### src/rtl/mc_controller.sv
// Multicycle RISC-V control unit: Moore FSM sequencing fetch/decode/execute
// with instruction-field decode of ALU control and immediate format.
module mc_controller (
  input  logic       clk,
  input  logic       reset,
  input  logic [6:0] op,
  input  logic [2:0] funct3,
  input  logic       funct7b5,
  input  logic       zero,
  output logic       PCWrite,
  output logic       AdrSrc,
  output logic       MemWrite,
  output logic       IRWrite,
  output logic [1:0] ResultSrc,
  output logic [1:0] ALUSrcA,
  output logic [1:0] ALUSrcB,
  output logic [2:0] ALUControl,
  output logic [1:0] ImmSrc,
  output logic       RegWrite,
  output logic [3:0] State
);

  localparam logic [6:0] OP_LW  = 7'b0000011;
  localparam logic [6:0] OP_SW  = 7'b0100011;
  localparam logic [6:0] OP_R   = 7'b0110011;
  localparam logic [6:0] OP_I   = 7'b0010011;
  localparam logic [6:0] OP_BEQ = 7'b1100011;
  localparam logic [6:0] OP_JAL = 7'b1101111;

  typedef enum logic [3:0] {
    S_FETCH    = 4'd0,
    S_DECODE   = 4'd1,
    S_MEMADR   = 4'd2,
    S_MEMREAD  = 4'd3,
    S_MEMWB    = 4'd4,
    S_MEMWRITE = 4'd5,
    S_EXECUTER = 4'd6,
    S_EXECUTEI = 4'd7,
    S_ALUWB    = 4'd8,
    S_BEQ      = 4'd9,
    S_JAL      = 4'd10
  } state_t;

  typedef enum logic [1:0] {
    ALU_ADD   = 2'b00,
    ALU_SUB   = 2'b01,
    ALU_FUNCT = 2'b10
  } aluop_t;

  state_t r_state;
  aluop_t w_aluop;
  logic   w_pc_update;
  logic   w_branch;
  logic   w_mem_write;
  logic   w_ir_write;
  logic   w_reg_write;

  // State register with next-state sequencing
  always_ff @(posedge clk) begin
    if (reset) begin
      r_state <= S_FETCH;
    end else begin
      case (r_state)
        S_FETCH: r_state <= S_DECODE;
        S_DECODE: begin
          case (op)
            OP_LW, OP_SW: r_state <= S_MEMADR;
            OP_R:         r_state <= S_EXECUTER;
            OP_I:         r_state <= S_EXECUTEI;
            OP_BEQ:       r_state <= S_BEQ;
            OP_JAL:       r_state <= S_JAL;
            default:      r_state <= S_FETCH;
          endcase
        end
        S_MEMADR:   r_state <= (op == OP_LW) ? S_MEMREAD : S_MEMWRITE;
        S_MEMREAD:  r_state <= S_MEMWB;
        S_EXECUTER: r_state <= S_ALUWB;
        S_EXECUTEI: r_state <= S_ALUWB;
        S_JAL:      r_state <= S_ALUWB;
        default:    r_state <= S_FETCH;
      endcase
    end
  end

  // Moore decode of the current state
  always_comb begin
    AdrSrc      = 1'b0;
    ResultSrc   = 2'b00;
    ALUSrcA     = 2'b00;
    ALUSrcB     = 2'b00;
    w_aluop     = ALU_ADD;
    w_pc_update = 1'b0;
    w_branch    = 1'b0;
    w_mem_write = 1'b0;
    w_ir_write  = 1'b0;
    w_reg_write = 1'b0;
    case (r_state)
      S_FETCH: begin
        w_ir_write  = 1'b1;
        ALUSrcB     = 2'b10;
        ResultSrc   = 2'b10;
        w_pc_update = 1'b1;
      end
      S_DECODE: begin
        ALUSrcA = 2'b01;
        ALUSrcB = 2'b01;
      end
      S_MEMADR: begin
        ALUSrcA = 2'b10;
        ALUSrcB = 2'b01;
      end
      S_MEMREAD: AdrSrc = 1'b1;
      S_MEMWRITE: begin
        AdrSrc      = 1'b1;
        w_mem_write = 1'b1;
      end
      S_MEMWB: begin
        ResultSrc   = 2'b01;
        w_reg_write = 1'b1;
      end
      S_EXECUTER: begin
        ALUSrcA = 2'b10;
        w_aluop = ALU_FUNCT;
      end
      S_EXECUTEI: begin
        ALUSrcA = 2'b10;
        ALUSrcB = 2'b01;
        w_aluop = ALU_FUNCT;
      end
      S_ALUWB: w_reg_write = 1'b1;
      S_BEQ: begin
        ALUSrcA  = 2'b10;
        w_aluop  = ALU_SUB;
        w_branch = 1'b1;
      end
      S_JAL: begin
        ALUSrcA     = 2'b01;
        ALUSrcB     = 2'b10;
        w_pc_update = 1'b1;
      end
      default: ;
    endcase
  end

  // ALU operation from ALUOp and instruction fields
  always_comb begin
    ALUControl = 3'b000;
    case (w_aluop)
      ALU_SUB: ALUControl = 3'b001;
      ALU_FUNCT: begin
        case (funct3)
          3'b000:  ALUControl = (op[5] & funct7b5) ? 3'b001 : 3'b000;
          3'b010:  ALUControl = 3'b101;
          3'b110:  ALUControl = 3'b011;
          3'b111:  ALUControl = 3'b010;
          default: ALUControl = 3'b000;
        endcase
      end
      default: ALUControl = 3'b000;
    endcase
  end

  always_comb begin
    ImmSrc = 2'b00;
    case (op)
      OP_SW:   ImmSrc = 2'b01;
      OP_BEQ:  ImmSrc = 2'b10;
      OP_JAL:  ImmSrc = 2'b11;
      default: ImmSrc = 2'b00;
    endcase
  end

  // Strobes are held off while reset is asserted so an aborted instruction commits nothing
  assign PCWrite  = (w_pc_update | (w_branch & zero)) & ~reset;
  assign IRWrite  = w_ir_write  & ~reset;
  assign MemWrite = w_mem_write & ~reset;
  assign RegWrite = w_reg_write & ~reset;
  assign State    = r_state;

endmodule

### config.mk
export PLATFORM = sky130hd
export DESIGN_NAME = mc_controller
export DESIGN_NICKNAME = d
export VERILOG_FILES = /design/src/rtl/mc_controller.sv
export SDC_FILE = /design/constraint.sdc
export NUM_CORES = 1
export LEC_CHECK = 0
export CORE_MARGIN = 8
export CORE_UTILIZATION = 35
export CTS_CLUSTER_DIAMETER = 50
export DETAILED_ROUTE_END_ITERATION = 8
export PLACE_DENSITY = 0.8
export REMOVE_ABC_BUFFERS = 1
export SLEW_MARGIN = 20
export SYNTH_ARGS = -nofsm -noshare
export SYNTH_HDL_FRONTEND = slang
export SYNTH_SLANG_ARGS = --single-unit
### constraint.sdc
create_clock -name clk -period 2.5 [get_ports clk]
set_clock_uncertainty 0.15 [all_clocks]
set_input_delay 0.625 -clock clk [delete_from_list [all_inputs] [get_ports clk]]
set_output_delay 0.625 -clock clk [all_outputs]
set_load 0.02 [all_outputs]
==> qor.yml, run 1 <==
run_status:
  status: "finished, final reports clean"
floorplan:
  pin_count: 34
  die-area_um2: 2980
  fp.dieW_um: 54.6
  core_area_um2: 1450
  start_util_pct: 35.9
  rows: 14
  die_h_um: 54.6
final_layout:
  utilization_pct: 72.5
  stdcell_count: 141
  insertedDiodeCount: 0
  post_route_cells_drive_above_1_share_pct: 33.6
  finalInstanceArea_um2: 1050
  synthToLayoutAreaGrowth_pct: 102
  fin_nets: 143
  largest_reg_flops: 4
synthesis:
  ys_seq_elements: 4
  synth_edf_count: 0
  synth-seq-area-share_pct: 15.3
  ys_types: 34
  async_reset_ff_share_pct: 0
  syn-cell-area_um2: 522
  synth_ff_type: "dfxtp_1"
  postSynthCellCount: 74
  ys_warn_count: 0
  syn_area_per_cell_um2: 7.05
clock_network:
  clockBufferDepth: 2
  cts_tree: "built"
  clk_latency_ps: 250
  cts_buffers: 3
  htreeDepth: 1
  clk_pin_slew_worst_paths_ps: 40
  ctsRootBufferMaster: "clkbuf_4"
  cts_sinks: 4
pwr:
  intPower_uw: 175
  p_leak_nw: 0.537
  power_density_nw_per_um2: 243
  p_comb_share_pct: 40.3
  ir_drop_uv: 245
  switching_power_uw: 81.6
  pwr-share-clk_pct: 33.6
  seqPwrFrac_pct: 26.1
  total_power_uw: 256
  swShare_pct: 31.8
timing:
  rsz0062_at_grt: "true"
  min_period_over_period_pct: 98.3
  finalHoldViolations: 0
  slew_headroom_pct: 62.6
  max_freq_ghz: 0.407
  setup_violations: 0
  worst_slack_ps: 42.3
  slew_viol_final: 0
  fin_crit_ps: 2460
  worstMarginPinSlew_ps: 553
  whs_ps: 445
  finalSetupTns_ps: 0
flow_run:
  drv_cap: 0
setup_path:
  crit_chain: "clkdlybuf4s50_1 -> or3_4 -> nor3_2 -> buf_4"
  worstSetupPathType: "in -> out"
  cpPeakStageDelay_ps: 420
  arrival_ps: 1680
  crit_fanout: 2
  end_kind: "output port"
  crit_required_ps: 1730
  start_kind: "input pin"
  crit_path_top_delay_cell: "clkdlybuf4s50_1"
global_route:
  grt_pass1_vias: 735
  grt_max_degree: 12
  antenna_found_initial: 0
  globalRouteTotalUtil_pct: 13.1
  grt_pass1_wl_um: 3020
  gr-total-overflow: 0
drt:
  ant_nets: 0
  met3_length_um: 150
  routed.top_layer: "met4"
  drtIter0Drc: 13
  m1WireLength_um: 777
  drt-total-wl_um: 2100
  vias: 751
  drc: 0
  wl_per_cell_um: 14.9
  via_per_inst: 5.33
  wl_met2_um: 1150
  first_pass_iters: 4
min_path:
  min_path_type: "reg -> reg"
placement:
  dpl_cell_area_um2: 991
  io_buffers: 33
  place_ws_ps: -574
  gp_congestion: 0.757
  dp_cells: 137
  hpwl_um: 1640
-- cell families after synthesis --
family,after synthesis,share of synthesized area (%)
simple gates,40,49.2
compound gates,15,18.2
buf+inv,10,7.43
flops,4,15.3
xor+xnor,3,5.04
fa+ha+maj,2,4.80
-- cells in the mapped netlist (3+ instances only) --
cell	instances	area, µm²
nand2_1	5	18.8
inv_1	6	22.5
o21ai_0	3	15.0
nor4_1	3	18.8
nor3_1	5	25.0
nor3b_1	5	37.5
nor2_1	4	15.0
a21oi_1	6	30.0
dfxtp_1	4	80.1
nor2b_1	3	18.8
-- area by class of cell --
| cell class | instances | area, µm² |
|---|---|---|
| clock buffer | 3 | 22.5 |
| fill | 131 | 399 |
| inverter | 6 | 22.5 |
| timing repair buffer | 52 | 452 |
| tap | 16 | 20.0 |
| sequential | 4 | 80.1 |
| multi-input combinational | 60 | 458 |
-- cells in the final DEF, fill, tap and decap left out, types with 2 or more instances in the layout --
cell	Yosys	final
buf_2	1	3
nor2_1	4	4
nor3b_2	0	2
nor3_1	5	4
dlygate4sd2_1	0	5
nand2b_1	2	2
dlymetal6s2s_1	0	8
nand2_1	5	5
o21ai_0	3	2
or4b_1	2	2
clkbuf_2	0	2
a21oi_1	6	6
ha_1	2	2
clkdlybuf4s50_1	0	11
nor3b_1	5	3
nor4_1	3	2
clkbuf_4	0	3
xnor2_1	2	2
dfxtp_1	4	4
buf_4	0	23
inv_1	6	6
nor2b_2	0	2
-- power by group through the flow --
stage | Combinational (mW) | Sequential, mW | Clock, mW
finish | 0.103 | 0.0669 | 0.0863
global route | 0.110 | 0.0669 | 0.0896
CTS | 0.0990 | 0.0668 | 0.0861
detailed placement | 0.102 | 0.0679 | 0
global placement | 0.100 | 0.0679 | 0
floorplan | 0.0317 | 0.0724 | 0
-- worst paths after layout --
| kind | slack (ps) | startpoint | cells after the start | to |
|---|---|---|---|---|
| setup / recovery | 40 | reset | 4 | IRWrite |
| hold / removal | 450 | State[0]$_SDFF_PP0_ | 2 | State[0]$_SDFF_PP0_ |
| setup reg to reg | 610 | State[1]$_SDFF_PP0_ | 4 | State[3]$_SDFF_PP0_ |
| hold reg to reg | 450 | State[0]$_SDFF_PP0_ | 2 | State[0]$_SDFF_PP0_ |
-- per-layer routing --
layer / global-route usage, % / vias up
met3: 2.45 / 2
met2: 25.3 / 27
met1: 12.4 / 347
met5: 0 / -
met4: 7.79 / 0
li1: - / 375
-- worst max-delay path: cells and delay by family --
family,cells,cell delay (ps)
buffers and inverters,2,590
and+or+nand+nor,2,470
-- repair_timing --
| item | in CTS | in global routing |
|---|---|---|
| gates cloned | 0 | 0 |
| pin swaps | 2 | 4 |
| hold buffers | 0 | 0 |
| setup endpoints to repair | 13 | 11 |
| resized for setup | 47 | 22 |
| buffers inserted | 0 | 1 |
No activity file was read; power rests on OpenSTA's default activity.
==> run 2: changes to the inputs <==
--- a/config.mk
+++ b/config.mk
@@ -9,7 +9,7 @@
 export CORE_UTILIZATION = 35
 export CTS_CLUSTER_DIAMETER = 50
 export DETAILED_ROUTE_END_ITERATION = 8
-export PLACE_DENSITY = 0.8
+export PLACE_DENSITY_LB_ADDON = 0.15
 export REMOVE_ABC_BUFFERS = 1
 export SLEW_MARGIN = 20
 export SYNTH_ARGS = -nofsm -noshare
==> run 2 against run 1 <==
  * Via count shrank 0.93%
  * Cell area fell by 1.7%
  * Die area stayed put
  * Critical endpoint unchanged
  * Largest power group unchanged
  * Largest cell class unchanged
  * Worst setup slack better by 3.8 ps
  * Combinational power fell by 6%
  * Power shrank 3.4%
==> qor.yml, run 2 (synthesis results as in run 1) <==
run_status:
  status: "finished, final reports clean"
setup_path:
  crit_path_top_delay_cell: "clkdlybuf4s50_1"
  arrival_ps: 1680
  worstSetupPathType: "in -> out"
  end_kind: "output port"
  crit_chain: "clkdlybuf4s50_1 -> or3_4 -> nor3_2 -> buf_4"
  cp_top_family: "buffers and inverters"
  cpPeakStageDelay_ps: 430
  path_buf_inv: 2
  crit_fanout: 2
  crit_required_ps: 1730
  start_kind: "input pin"
timing:
  min_period_over_period_pct: 98.2
  finalSetupTns_ps: 0
  slew_viol_final: 0
  finalHoldViolations: 0
  worstMarginPinSlew_ps: 528
  max_freq_ghz: 0.408
  fin_crit_ps: 2450
  setup_violations: 0
  whs_ps: 507
  worst_slack_ps: 46.1
  slew_headroom_pct: 64.3
drt:
  drc: 0
  ant_nets: 0
  drtIter0Drc: 18
  via_per_inst: 5.35
  drt-total-wl_um: 1980
  vias: 744
  first_pass_iters: 4
  wl_per_cell_um: 14.2
floorplan:
  fp.dieW_um: 54.6
  die-area_um2: 2980
  core_area_um2: 1450
  start_util_pct: 35.9
  rows: 14
  pin_count: 34
  die_h_um: 54.6
clock_network:
  cts_sinks: 4
  htreeDepth: 1
  holdBufCountCts: 0
  clk_pin_slew_worst_paths_ps: 40
  clockBufferDepth: 2
  clk_latency_ps: 240
  cts_buffers: 3
  ctsRootBufferMaster: "clkbuf_4"
  cts_setup_buffers: 0
  cts_tree: "built"
final_layout:
  finalInstanceArea_um2: 1040
  layout_commonest_cell: "buf_4"
  regArea_um2: 80.1
  post_route_cells_drive_above_1_share_pct: 32.5
  most-common-layout-cells: "buf_4 (21), clkdlybuf4s50_1 (9), dlymetal6s2s_1 (9)"
  multi_input_area_um2: 454
  synthToLayoutAreaGrowth_pct: 98.8
  fill_cells: 127
  largest_reg_flops: 4
  insertedDiodeCount: 0
  fin_nets: 141
pwr:
  ir_drop_uv: 140
  p_leak_nw: 0.545
  power_density_nw_per_um2: 239
  total_power_uw: 248
min_path:
  min_path_type: "reg -> reg"
global_route:
  grt_pass1_wl_um: 2870
  grt_pass1_vias: 758
  globalRouteTotalUtil_pct: 12.6
  gr-total-overflow: 0
  antenna_found_initial: 0
  grt_max_degree: 14
placement:
  gp_congestion: 0.745
  hpwl_um: 1450
  dpl_cell_area_um2: 983
  io_buffers: 33
  place_ws_ps: -545
flow_run:
  drv_cap: 0
[run 2: metal layers]
| metal | up-vias | track usage (%) | wire (µm) |
|---|---|---|---|
| met4 | 0 | 6.15 | 44 |
| li1 | 371 | - | - |
| met3 | 5 | 3.53 | 130 |
| met2 | 26 | 24.9 | 1090 |
| met5 | - | 0 | 0 |
| met1 | 342 | 11.2 | 708 |
[run 2: tightest hold or removal path, cell delays in order, from the launching register on]
cell	delay, ps
dfxtp_1	370
buf_4	170
a21oi_1	70
[run 2: worst paths after layout]
| check | from | end | cells after the start | slack [ps] |
|---|---|---|---|---|
| hold / removal | State[0]$_SDFF_PP0_ | State[0]$_SDFF_PP0_ | 2 | 510 |
| setup reg to reg | State[1]$_SDFF_PP0_ | State[3]$_SDFF_PP0_ | 4 | 650 |
| hold reg to reg | State[0]$_SDFF_PP0_ | State[0]$_SDFF_PP0_ | 2 | 510 |
| setup / recovery | reset | IRWrite | 4 | 50 |
[run 2: metrics by stage]
stage | cells | utilization, %
detailed placement | 136 | 67.6
CTS | 139 | 66.2
global route | 139 | 71.3
global placement | 136 | 67.6
floorplan | 70 | -
finish | 139 | 71.3
[run 2: what timing repair did]
item / in CTS / in global routing
gates resized for setup: 43 / 28
pin swaps: 1 / 5
gates cloned: 0 / 0
hold endpoints to repair: 0 / 0
endpoints found under the setup margin: 13 / 11
[run 2: layout make-up]
| type | count | share of cell area, % |
|---|---|---|
| inverters | 6 | 2.17 |
| well taps | 16 | 1.93 |
| flip-flops and latches | 4 | 7.72 |
| clock buffers | 3 | 2.17 |
| repair buffers | 50 | 42.2 |
| multi-input cells | 60 | 43.8 |
[run 2: where the power goes]
group	switching [mW]	internal [mW]
Clock	0.0296	0.0539
Sequential	0.00155	0.0656
Combinational	0.0453	0.0517
Total	0.0764	0.171
==> run 3: changes to the inputs <==
--- a/config.mk
+++ b/config.mk
@@ -5,6 +5,7 @@
 export SDC_FILE = /design/constraint.sdc
 export NUM_CORES = 1
 export LEC_CHECK = 0
+export CAP_MARGIN = 20
 export CORE_MARGIN = 8
 export CORE_UTILIZATION = 35
 export CTS_CLUSTER_DIAMETER = 50
==> results of run 3 <==
The final DEF is identical to that of run 2; final timing and power are the same.
==> patch: new RTL, settings of run 1 <==
Add an input register stage for `op`, `funct3`, `funct7b5` and `zero`, cleared by the reset; this delays them by one clock.
--- a/src/rtl/mc_controller.sv
+++ b/src/rtl/mc_controller.sv
@@ -47,6 +47,25 @@
     ALU_FUNCT = 2'b10
   } aluop_t;
 
+  logic [6:0] op_q;
+  logic [2:0] funct3_q;
+  logic funct7b5_q;
+  logic zero_q;
+
+  always_ff @(posedge clk) begin
+    if (reset) begin
+      op_q       <= '0;
+      funct3_q   <= '0;
+      funct7b5_q <= '0;
+      zero_q     <= '0;
+    end else begin
+      op_q       <= op;
+      funct3_q   <= funct3;
+      funct7b5_q <= funct7b5;
+      zero_q     <= zero;
+    end
+  end
+
   state_t r_state;
   aluop_t w_aluop;
   logic   w_pc_update;
@@ -63,7 +82,7 @@
       case (r_state)
         S_FETCH: r_state <= S_DECODE;
         S_DECODE: begin
-          case (op)
+          case (op_q)
             OP_LW, OP_SW: r_state <= S_MEMADR;
             OP_R:         r_state <= S_EXECUTER;
             OP_I:         r_state <= S_EXECUTEI;
@@ -72,7 +91,7 @@
             default:      r_state <= S_FETCH;
           endcase
         end
-        S_MEMADR:   r_state <= (op == OP_LW) ? S_MEMREAD : S_MEMWRITE;
+        S_MEMADR:   r_state <= (op_q == OP_LW) ? S_MEMREAD : S_MEMWRITE;
         S_MEMREAD:  r_state <= S_MEMWB;
         S_EXECUTER: r_state <= S_ALUWB;
         S_EXECUTEI: r_state <= S_ALUWB;
@@ -148,8 +167,8 @@
     case (w_aluop)
       ALU_SUB: ALUControl = 3'b001;
       ALU_FUNCT: begin
-        case (funct3)
-          3'b000:  ALUControl = (op[5] & funct7b5) ? 3'b001 : 3'b000;
+        case (funct3_q)
+          3'b000:  ALUControl = (op_q[5] & funct7b5_q) ? 3'b001 : 3'b000;
           3'b010:  ALUControl = 3'b101;
           3'b110:  ALUControl = 3'b011;
           3'b111:  ALUControl = 3'b010;
@@ -162,7 +181,7 @@
 
   always_comb begin
     ImmSrc = 2'b00;
-    case (op)
+    case (op_q)
       OP_SW:   ImmSrc = 2'b01;
       OP_BEQ:  ImmSrc = 2'b10;
       OP_JAL:  ImmSrc = 2'b11;
@@ -171,7 +190,7 @@
   end
 
   // Strobes are held off while reset is asserted so an aborted instruction commits nothing
-  assign PCWrite  = (w_pc_update | (w_branch & zero)) & ~reset;
+  assign PCWrite  = (w_pc_update | (w_branch & zero_q)) & ~reset;
   assign IRWrite  = w_ir_write  & ~reset;
   assign MemWrite = w_mem_write & ~reset;
   assign RegWrite = w_reg_write & ~reset;
Function: changed (Yosys sat finds a counterexample within 4 cycles, from zero or initial values and one cycle with reset high).
==> patch against run 1 <==
- register-to-register slack improved by 0.03 ns
- power up 94%
- worst setup slack worse by 0.0096 ns
- non-clock buffer count is 8 lower
- routed wire length up 5.1%
- first-iteration DRC count rose to 2.5 times the old value
- utilization fell by 14 points
- cell area grew 24%
- critical path depth rose by 3
- area after synthesis increased by 61%
- sequential cell count rose by 12
- count of clock-buffer cells in the layout stayed put
- critical path type is now register to primary output
- critical endpoint is now ALUControl[0]
- highest routed layer unchanged
==> patch: results (changes against run 1) <==
synth:
  yosys-top-cells-count: "sky130_fd_sc_hd__dfxtp_1 (16), sky130_fd_sc_hd__nor2b_1 (15), sky130_fd_sc_hd__a21oi_1 (6)"
  synth-async-reset-ratio_pct: 0  # unchanged
  synth.top_cells.by_area: "sky130_fd_sc_hd__dfxtp_1 (38%), sky130_fd_sc_hd__nor2b_1 (11%), sky130_fd_sc_hd__nor3b_1 (4.5%)"
  syn_avg_cell_area_sq_um: 8.49  # +20%
  synth_warnings: 0  # unchanged
  synth_cell_types: 36  # +5.9%
  yosysSeqAreaShare_pct: 38.1  # +23 points
detailed_routing:
  drt_iter0_drc: 33  # +20
  route.final.wire_length_um: 2210  # +5.1%
  drt-vias-per-instance: 4.87  # -8.6%
  routed-via-count: 823  # +9.6%
  drt_first_pass_iters: 4  # unchanged
global_route:
  global_route_wire_length_before_repair_um: 3670  # +22%
  grt_util_all_layers_pct: 10.8  # -2.3 points
  grt_antenna_before_repair: 0  # unchanged
  grt_pass1_vias: 866  # +18%
  grt_start_max_net_pins: 15  # +3
worst_setup_path:
  critPathSlowestCell: "sky130_fd_sc_hd__dfxtp_2"
  crit_path_max_incr_delay_ns: 0.38  # -0.04 ns
  critPathMaxFanout: 4  # +2
  ff2ff_path_depth: 4  # unchanged
  critical_path.top_delay_family: "simple AND/OR/NAND/NOR gates"
  worst-endpoint-arrival_ns: 1.69
place:
  gpl.final_weighted_congestion: 0.812  # +7.3%
  hpwl_um: 1720  # +4.8%
  portbufs: 33  # unchanged
  placedCellCount: 166  # +21%
clock_tree:
  root_buffer: "sky130_fd_sc_hd__clkbuf_4"
  clock_path_buffers: 2  # unchanged
  clk_pin_slew_ns: 0.09  # +0.05 ns
  cts_post_setup_buffers_inserted: 0  # unchanged
  clock_latency_ns: 0.29  # +0.04 ns
  cts-buffers-inserted: 3  # unchanged
  clock_tree.htree_level_count: 1  # unchanged
power:
  power.ir.vdd_worst_v: 0.000270  # +10%
  total_leakage_power_nw: 0.557  # +3.8%
finish:
  regMostFlops: "op_q"
  largest_register_ff_count: 7  # +3
  nNetsFinal: 159  # +11%
  num_antenna_cells: 0  # unchanged
  post_route_cells_drive_above_1_share_pct: 24.1  # -9.5 points
min_path:
  worst_hold_path_type: "register to register"
  worst_hold_path.num_cells: 3  # +1
sta:
  maxSlewHeadroom_pct: 69.1  # +6.4 points
status:
  status: "complete, no violations"
[patch: through the flow]
stage	total power [W]	setup slack, ns	utilization (%)	hold slack [ns]	area (sq um)
CTS	0.000503	-0.0665	57.0	0.454	1270
floorplan	0.000318	-0.239	-	0.404	821
detailed placement	0.000372	-0.472	56.8	0.444	1270
finish	0.000497	0.0327	58.7	0.453	1310
global route	0.000525	-0.0357	58.7	0.507	1310
global placement	0.000369	-0.452	56.8	0.444	1270
[patch: area by class of cell]
class                           count  area [sq um]
Tap cell                           28          35.0
Timing Repair Buffer               44           373
Sequential cell                    16           323
Fill cell                         219           922
Multi-Input combinational cell     72           536
Inverter                            6          22.5
Clock buffer                        3          22.5
[patch: metal layers]
layer / vias up / track usage, % / part of all wire [%]
met2: 28 / 18.5 / 49
met4: 0 / 6.54 / 2.0
met1: 359 / 10.9 / 41
li1: 432 / - / -
met3: 4 / 4.30 / 7.8
met5: - / 0 / 0
[patch: logic make-up after synthesis]
kind of cell    Yosys count  synth area share (%)
xor+xnor                  3                  3.13
simple gates             52                  39.4
fa+ha+maj                 2                  2.98
flops                    16                  38.1
compound gates           15                  11.3
buf+inv                  11                  5.06
[patch: power by group]
group	internal (W)	switching [W]
combinational	0.0000472	0.0000379
sequential	0.000266	0.00000870
clock	0.0000561	0.0000801
total	0.000370	0.000127
[patch: timing repair]
item / 4_1_cts / 5_1_grt
endpoints found under the setup margin: 16 / 7
resized for setup: 38 / 18
endpoints found under the hold margin: 0 / 0
pin swaps: 1 / 1
[patch: worst paths after layout]
check / slack (ns) / startpoint / end
setup / recovery: 0.03 / State[1] / ALUControl[0]
hold / removal: 0.45 / op_q[0] / State[3]
setup reg to reg: 0.64 / State[2] / State[3]
hold reg to reg: 0.45 / op_q[0] / State[3]
